[src/rtl/execute_cc_stage.sv]
// Y-86 execute stage: registered ALU result and branch/move condition,
// with the condition-code register (ZF/SF/OF) owned locally.
module execute_cc_stage #(
    parameter int WIDTH = 64
) (
    input  logic             clk,
    input  logic             rst,
    input  logic             in_valid,
    output logic             in_ready,
    input  logic [WIDTH-1:0] val_a,
    input  logic [WIDTH-1:0] val_b,
    input  logic [3:0]       alu_fun,
    input  logic             set_cc,
    input  logic [2:0]       cond_fun,
    output logic             out_valid,
    input  logic             out_ready,
    output logic [WIDTH-1:0] val_e,
    output logic             cnd,
    output logic             fun_err,
    output logic             cc_zf,
    output logic             cc_sf,
    output logic             cc_of
);

    typedef enum logic [3:0] {
        ALU_ADD = 4'd0,
        ALU_SUB = 4'd1,
        ALU_AND = 4'd2,
        ALU_XOR = 4'd3
    } alu_fun_e;

    typedef enum logic [2:0] {
        C_ALWAYS  = 3'd0,
        C_LE      = 3'd1,
        C_L       = 3'd2,
        C_E       = 3'd3,
        C_NE      = 3'd4,
        C_GE      = 3'd5,
        C_G       = 3'd6,
        C_ILLEGAL = 3'd7
    } cond_fun_e;

    logic             out_valid_q, out_valid_d;
    logic [WIDTH-1:0] val_e_q, val_e_d;
    logic             cnd_q, cnd_d;
    logic             fun_err_q, fun_err_d;
    logic             cc_zf_q, cc_zf_d;
    logic             cc_sf_q, cc_sf_d;
    logic             cc_of_q, cc_of_d;

    logic             accept;
    logic [WIDTH-1:0] alu_res;
    logic             alu_of;
    logic             alu_err;
    logic             cond_res;
    logic             cond_err;
    logic             sf_xor_of;

    // Single output register, no skid: we can take new data whenever the
    // slot is empty or is being drained this same cycle.
    assign in_ready = !out_valid_q || out_ready;
    assign accept   = in_valid && in_ready;

    // ALU: result and overflow flag, both operands taken as valB op valA.
    always_comb begin
        // NOTE: every output of a combinational block gets a default before
        // the case, so no path leaves it unassigned and no latch is inferred.
        alu_res = '0;
        alu_of  = 1'b0;
        alu_err = 1'b0;
        case (alu_fun)
            ALU_ADD: begin
                alu_res = val_b + val_a;
                alu_of  = (val_a[WIDTH-1] == val_b[WIDTH-1]) &&
                          (alu_res[WIDTH-1] != val_a[WIDTH-1]);
            end
            ALU_SUB: begin
                alu_res = val_b - val_a;
                alu_of  = (val_b[WIDTH-1] != val_a[WIDTH-1]) &&
                          (alu_res[WIDTH-1] != val_b[WIDTH-1]);
            end
            ALU_AND: alu_res = val_b & val_a;
            ALU_XOR: alu_res = val_b ^ val_a;
            default: alu_err = 1'b1;
        endcase
    end

    // Condition evaluation against the CC contents before this edge's update.
    always_comb begin
        sf_xor_of = cc_sf_q ^ cc_of_q;
        cond_res  = 1'b0;
        cond_err  = 1'b0;
        case (cond_fun)
            C_ALWAYS: cond_res = 1'b1;
            C_LE:     cond_res = sf_xor_of || cc_zf_q;
            C_L:      cond_res = sf_xor_of;
            C_E:      cond_res = cc_zf_q;
            C_NE:     cond_res = !cc_zf_q;
            C_GE:     cond_res = !sf_xor_of;
            C_G:      cond_res = !sf_xor_of && !cc_zf_q;
            C_ILLEGAL: cond_err = 1'b1;
            default:  cond_err = 1'b1;
        endcase
    end

    // Next-state for the output register and the CC register; hold by default.
    always_comb begin
        out_valid_d = out_valid_q;
        val_e_d     = val_e_q;
        cnd_d       = cnd_q;
        fun_err_d   = fun_err_q;
        cc_zf_d     = cc_zf_q;
        cc_sf_d     = cc_sf_q;
        cc_of_d     = cc_of_q;

        if (accept) begin
            out_valid_d = 1'b1;
            val_e_d     = alu_res;
            cnd_d       = cond_res;
            fun_err_d   = alu_err || cond_err;
            if (set_cc && !alu_err) begin
                cc_zf_d = (alu_res == '0);
                cc_sf_d = alu_res[WIDTH-1];
                cc_of_d = alu_of;
            end
        end else if (out_valid_q && out_ready) begin
            // Drained with nothing behind it; val_e keeps its last value.
            out_valid_d = 1'b0;
        end
    end

    // State registers; reset empties the output slot and restores ZF=1.
    always_ff @(posedge clk or posedge rst) begin
        // NOTE: sequential state uses non-blocking assignments so every flop
        // samples its _d value from before the edge, independent of order.
        if (rst) begin
            out_valid_q <= 1'b0;
            val_e_q     <= '0;
            cnd_q       <= 1'b0;
            fun_err_q   <= 1'b0;
            cc_zf_q     <= 1'b1;
            cc_sf_q     <= 1'b0;
            cc_of_q     <= 1'b0;
        end else begin
            out_valid_q <= out_valid_d;
            val_e_q     <= val_e_d;
            cnd_q       <= cnd_d;
            fun_err_q   <= fun_err_d;
            cc_zf_q     <= cc_zf_d;
            cc_sf_q     <= cc_sf_d;
            cc_of_q     <= cc_of_d;
        end
    end

    assign out_valid = out_valid_q;
    assign val_e     = val_e_q;
    assign cnd       = cnd_q;
    assign fun_err   = fun_err_q;
    assign cc_zf     = cc_zf_q;
    assign cc_sf     = cc_sf_q;
    assign cc_of     = cc_of_q;

endmodule

[config.mk]
export PLATFORM = sky130hd
export DESIGN_NAME = execute_cc_stage
export DESIGN_NICKNAME = d
export VERILOG_FILES = /design/src/rtl/execute_cc_stage.sv
export SDC_FILE = /design/constraint.sdc
export NUM_CORES = 1
export LEC_CHECK = 0
export ABC_AREA = 0
export ABC_CLOCK_PERIOD_IN_PS = 3200
export CORE_AREA = 2 2 136 191
export DETAILED_ROUTE_END_ITERATION = 10
export DIE_AREA = 0 0 138 193
export PLACE_DENSITY = 0.78
export SYNTH_ARGS = -nofsm -noshare
export SYNTH_HDL_FRONTEND = slang
export SYNTH_SLANG_ARGS = --single-unit
[constraint.sdc]
create_clock -name clk -period 3.2 [get_ports clk]
set_clock_uncertainty 0.15 [all_clocks]
set_input_delay 0.64 -clock clk [delete_from_list [all_inputs] [get_ports clk]]
set_output_delay 0.64 -clock clk [all_outputs]
set_load 0.01 [all_outputs]
==> results of run 1 <==
kinds of logic after synthesis:
family | synth area share (%)
AOI/OAI and AO/OA | 38.0
and+or+nand+nor | 24.4
buffers and inverters | 7.61
adders and majority gates | 12.0
DFF | 12.9
muxes | 3.79
xor gates and xnor gates | 1.29
per-stage QoR:
step,utilization [%],hold WS (ns),TNS [ns],cells,instance area (sq um)
3_5_place_dp,88.6,0.320,-76.06,3219,22200
3_3_place_gp,88.6,0.310,-65.57,3219,22200
2_1_floorplan,-,0.329,-3.66,1996,14100
synth_stat cells, drive strengths merged (18+ instances only):
library cell and n:
nor2 180, and2 19, dfrtp 69, o31ai 51, nor3 58, o21ai 178
clkbuf 70, inv 144, xnor2 19, o21a 18, nand4 38, nor4 40
a21o 29, o21bai 24, ha 127, a21oi 219, mux2i 21, a31oi 18
nand3 40, mux2 25, buf 42, a211oi 32, nand2 228, o211ai 29
==> key figures, run 1 <==
Outcome
  – Run status: did not finish
  – Stopping stage: clock tree synthesis
  – First error: [ERROR DPL-0038] Utilization greater than 100%, impossible to legalize

Synthesis
  – Sequential share of the synthesized area: 12.9%
  – Number of enable-type register cells in the synthesized netlist: 0
  – Count of unique library cells instantiated by Yosys: 99
  – Net count after synthesis: approximately 2300
  – Area of the mapped netlist: 13600 sq um
  – Post-synth top area share: between 10% and 20%
  – Fraction of registers with async set/reset: 100%
  – Top cells by area in the synthesized netlist: sky130_fd_sc_hd__dfrtp_1 (13%), sky130_fd_sc_hd__ha_1 (12%), sky130_fd_sc_hd__a21oi_1 (8.1%)
  – Count of state elements after synthesis: 70
  – Synthesized instance count: around 2000
  – Ys flop type: sky130_fd_sc_hd__dfrtp_1
  – Count of warnings emitted by yosys: 0
  – Cell taking the most area after synthesis: sky130_fd_sc_hd__dfrtp_1
  – Synthesized area divided by synthesized cell count: ~6.8 sq um

Clocking
  – Clock tree buffer depth: 2
  – Count of cells resized by post-cts repair: ~670
  – H-tree level count: 3
  – CTS Hold Bufs: 0
  – Clk Tree Root Cell: sky130_fd_sc_hd__clkbuf_16
  – Sinks on Clock Net: 70
  – Buffers inserted by post-CTS timing repair: about 130
  – Inserted Clock Buffers: 9

Place
  – # port buffers: 210
  – Post-place setup slack: -2.41 ns
  – HPWL Detailed: 62500 um
  – Gpl congestion: 1.20

Floorplan
  – Die span in x: between 100 and 150 um
  – Die Y: 193 um
  – Number of placed I/O pins: between 200 and 250
  – Starting density of the core: 54.2%
  – Number of placement rows: 69
==> run 2, diff against run 1 <==
Settings changed: CORE_AREA 2 2 136 191 to 2 2 188 190, DIE_AREA 0 0 138 193 to 0 0 190 192, PLACE_DENSITY 0.78 to not set, PLACE_DENSITY_LB_ADDON set to 0.15.
==> run 2 against run 1 <==
Against the previous run:
- the flow now finishes, with violations (negative setup slack)
- synthesized area stayed put
- synthesized cell count stayed put
==> key figures, run 2 <==
Clocking
  – Latest clock arrival within the worst-skew pair: ~0.36 ns
  – Inserted Clock Buffers: 9 (unchanged)
  – Clock transition time at the flip-flop clock pins of the worst setup and hold paths: 0.06 ns
  – H-tree level count: 3 (unchanged)
  – Clock tree from TritonCTS: done
  – CTS Hold Bufs: 0 (unchanged)
  – Clk Tree Root Cell: sky130_fd_sc_hd__clkbuf_16
  – Clock tree buffer depth: 2 (unchanged)
  – Sinks on Clock Net: 70 (unchanged)

Detailed routing
  – First-pass DRT Iterations: 6
  – Routed wire per std cell: approximately 25 um
  – Wire length reported by the detailed router: between 80000 and 90000 um
  – Final antenna-violating net count: 0
  – Number of DRC markers after the initial detailed-route iteration: between 2000 and 3000
  – Vias per cell: roughly 6.3
  – DR vias: about 22000
  – Number of DRC violations after detailed routing: 0

Synthesis
  – Synth cell count leaders: sky130_fd_sc_hd__nand2_1 (228), sky130_fd_sc_hd__a21oi_1 (219), sky130_fd_sc_hd__nor2_1 (180)
  – Top cells by area in the synthesized netlist: sky130_fd_sc_hd__dfrtp_1 (13%), sky130_fd_sc_hd__ha_1 (12%), sky130_fd_sc_hd__a21oi_1 (8.1%)
  – Net count after synthesis: 2265 (unchanged)
  – Synthesized area divided by synthesized cell count: 6.80 sq um (unchanged)
  – Ys flop type: sky130_fd_sc_hd__dfrtp_1
  – Sequential share of the synthesized area: 12.9% (unchanged)
  – Area of the mapped netlist: 13600 sq um (unchanged)
  – Cell taking the most area after synthesis: sky130_fd_sc_hd__dfrtp_1
  – Count of unique library cells instantiated by Yosys: 99 (unchanged)
  – Most numerous cell in the Yosys netlist: sky130_fd_sc_hd__nand2_1
  – Number of enable-type register cells in the synthesized netlist: 0 (unchanged)
  – Synthesized instance count: 1996 (unchanged)
  – Count of warnings emitted by yosys: 0 (unchanged)
  – Count of state elements after synthesis: 70 (unchanged)
  – Post-synth top area share: 12.7% (unchanged)
  – Fraction of registers with async set/reset: 100% (unchanged)

GRT
  – Wire length of the first global-routing pass: about 120000 um
  – Aggregate global-route resource usage: 43.9%
  – Vias in the first global route: ~21000
  – Global-route congestion overflow total: 0
  – Antenna violations before repair: 1
  – Pin count of the biggest net entering global routing: 71

STA
  – Setup TNS: -23.86 ns
  – Max Fclk: 229 MHz
  – Post-route minimum period: 4.37 ns
  – Slew headroom: about two fifths
  – Setup repair after global routing missed its margin: yes
  – Final worst setup slack: -1.17 ns
  – Final setup violation count: 48
  – Share of the cycle needed by the critical path after routing: 136%
  – Worst hold-check slack: 0.334 ns
  – Final count of pins violating max slew: 0
  – Measured slew at the worst slew-check pin: around 0.85 ns
  – Final Hold Viols: 0

Floorplan
  – Number of placed I/O pins: 211 (unchanged)
  – Area of the die: 36500 sq um
  – Die span in x: 190 um (+38%)
  – Core Area: 34300 sq um
  – Number of placement rows: 68 (-1.4%)
  – Die Y: 192 um (-0.52%)
  – Starting density of the core: 39.6% (-15 points)

Place
  – Gpl congestion: 1.02 (-15%)
  – Dpl cells: 3391 (+5.3%)
  – # port buffers: 210 (unchanged)
  – HPWL Detailed: 62600 um (+0.14%)

Layout
  – Number of cells in the finished layout apart from fillers: 3545
  – Share of the core filled with cells in the final layout: approximately four fifths
  – Filler instances: ~2300
  – Fraction of layout cells with a size suffix above 1: between 50% and 60%
  – Flip-flop count of the largest register, all copies and words added: 64
  – Area growth, synth to finish: 99.9%
  – Leading cell type in the layout, fill and taps excluded: sky130_fd_sc_hd__buf_4
  – Most frequent cells in the layout: sky130_fd_sc_hd__buf_4 (859), sky130_fd_sc_hd__nand2_1 (203), sky130_fd_sc_hd__nor2_1 (152)
  – Number of nets in the layout: ~3400

Outcome
  – Run status: finished, violations left
  – Failing checks: negative setup slack

Setup path
  – Worst setup EP type: register
  – Worst-path fanout max: 3
  – Worst Path Class, Setup: input pin to register
  – Required time at the worst-slack endpoint: roughly 3.4 ns
  – Worst Path Arrival: 4.52 ns
  – Type of element launching the critical path: input pin

Job
  – Count of max-cap constraint violations: 0

Power and ir drop
  – Power Total: between 0.007 and 0.008 W
  – Leakage dissipation: between 10 and 15 nW
  – Power Dens Cells: ~290 nW/um^2
  – VDD IR-drop max: between 200 and 300 uV

Worst hold path
  – Worst hold path class: register to register
==> run 2: cell counts after synthesis <==
Identical to the previous run, type by type.
==> run 2: cell type report <==
type	count	area, sq um	area share (%)
tap	455	569	2.10
clock inverter	6	93.8	0.346
multi-input combinational	1669	14100	51.8
antenna	3	7.51	0.0277
sequential	70	1750	6.46
timing repair buffer	1187	9820	36.2
clock buffer	10	239	0.880
inverter	145	597	2.20
==> run 2: routing by layer <==
| metal | GRT usage, % | wire length, um |
|---|---|---|
| met3 | 11.6 | 10300 |
| met5 | 0 | 0 |
| met4 | 24.3 | 5780 |
| met2 | 69.5 | 38800 |
| met1 | 54.2 | 33600 |
==> run 2: critical path, cell delays in order <==
cell and delay (ns):
sky130_fd_sc_hd__clkbuf_2 0.11, sky130_fd_sc_hd__inv_2 0.20, sky130_fd_sc_hd__ha_4 0.18, sky130_fd_sc_hd__a21o_1 0.19, sky130_fd_sc_hd__a31oi_4 0.07, sky130_fd_sc_hd__a2111o_1 0.56, sky130_fd_sc_hd__buf_4 0.19, sky130_fd_sc_hd__buf_6 0.12
sky130_fd_sc_hd__a311oi_2 0.23, sky130_fd_sc_hd__buf_4 0.20, sky130_fd_sc_hd__nor3_4 0.08, sky130_fd_sc_hd__nor4_4 0.22, sky130_fd_sc_hd__nor2_2 0.09, sky130_fd_sc_hd__a222oi_1 0.39, sky130_fd_sc_hd__o31ai_2 0.16, sky130_fd_sc_hd__a211oi_4 0.26
sky130_fd_sc_hd__buf_4 0.19, sky130_fd_sc_hd__and4_4 0.24, sky130_fd_sc_hd__nand4_1 0.10, sky130_fd_sc_hd__nand2_1 0.07
==> run 2: cell families (layout without fill, tap and decap cells) <==
logic type | Yosys count | after routing | share of synthesized area, %
fa+ha+maj | 129 | 129 | 12.0
compound gates | 778 | 778 | 38.0
other cells | 0 | 3 | 0
buf+inv | 257 | 1348 | 7.61
xor+xnor | 20 | 20 | 1.29
mux | 47 | 47 | 3.79
flops | 70 | 70 | 12.9
simple gates | 695 | 695 | 24.4
==> run 2: path summary, 6_finish.rpt <==
check                                       from                     to  slack, ns  cells past startpoint
setup / recovery                        val_a[3]      cc_zf$_DFFE_PP1P_      -1.17                     20
hold / removal             val_e[52]$_DFFE_PP0P_  val_e[52]$_DFFE_PP0P_       0.33                      2
setup reg to reg           out_valid$_DFFE_PP0P_      cc_zf$_DFFE_PP1P_       0.07                     11
hold reg to reg            val_e[52]$_DFFE_PP0P_  val_e[52]$_DFFE_PP0P_       0.33                      2
max in group asynchronous                    rst      cc_zf$_DFFE_PP1P_       2.01                      3
min in group asynchronous                    rst      cc_sf$_DFFE_PP0P_       0.56                      3
==> run 2: where the power goes <==
| group | leakage (nW) | internal (W) | switching [W] |
|---|---|---|---|
| registers | 0.908 | 0.00101 | 0.0000998 |
| logic | 11.1 | 0.00273 | 0.00291 |
| clock network | 0.159 | 0.000710 | 0.000474 |
| total | 12.2 | 0.00445 | 0.00348 |
==> run 2: timing repair <==
action | in CTS | in global routing
gates cloned | 0 | 0
endpoints found under the setup margin | 58 | 53
pin swaps | 164 | 174
buffers inserted | 100 | 85
resized for setup | 555 | 458
==> run 2: metrics by stage <==
| step | worst slack (ns) | instance area (sq um) |
|---|---|---|
| final | -1.17 | 27100 |
| after global routing | -1.21 | 27100 |
| after CTS | -1.03 | 25600 |
| after detailed placement | -2.19 | 22700 |
| after global placement | -2.25 | 22700 |
| after floorplan | -0.839 | 14100 |
No activity file was read; power rests on OpenSTA's default activity.
==> run 3, diff against run 2 <==
Settings changed: CAP_MARGIN set to 20.
==> results of run 3 <==
Final layout, timing and power as in run 2 (identical DEF).
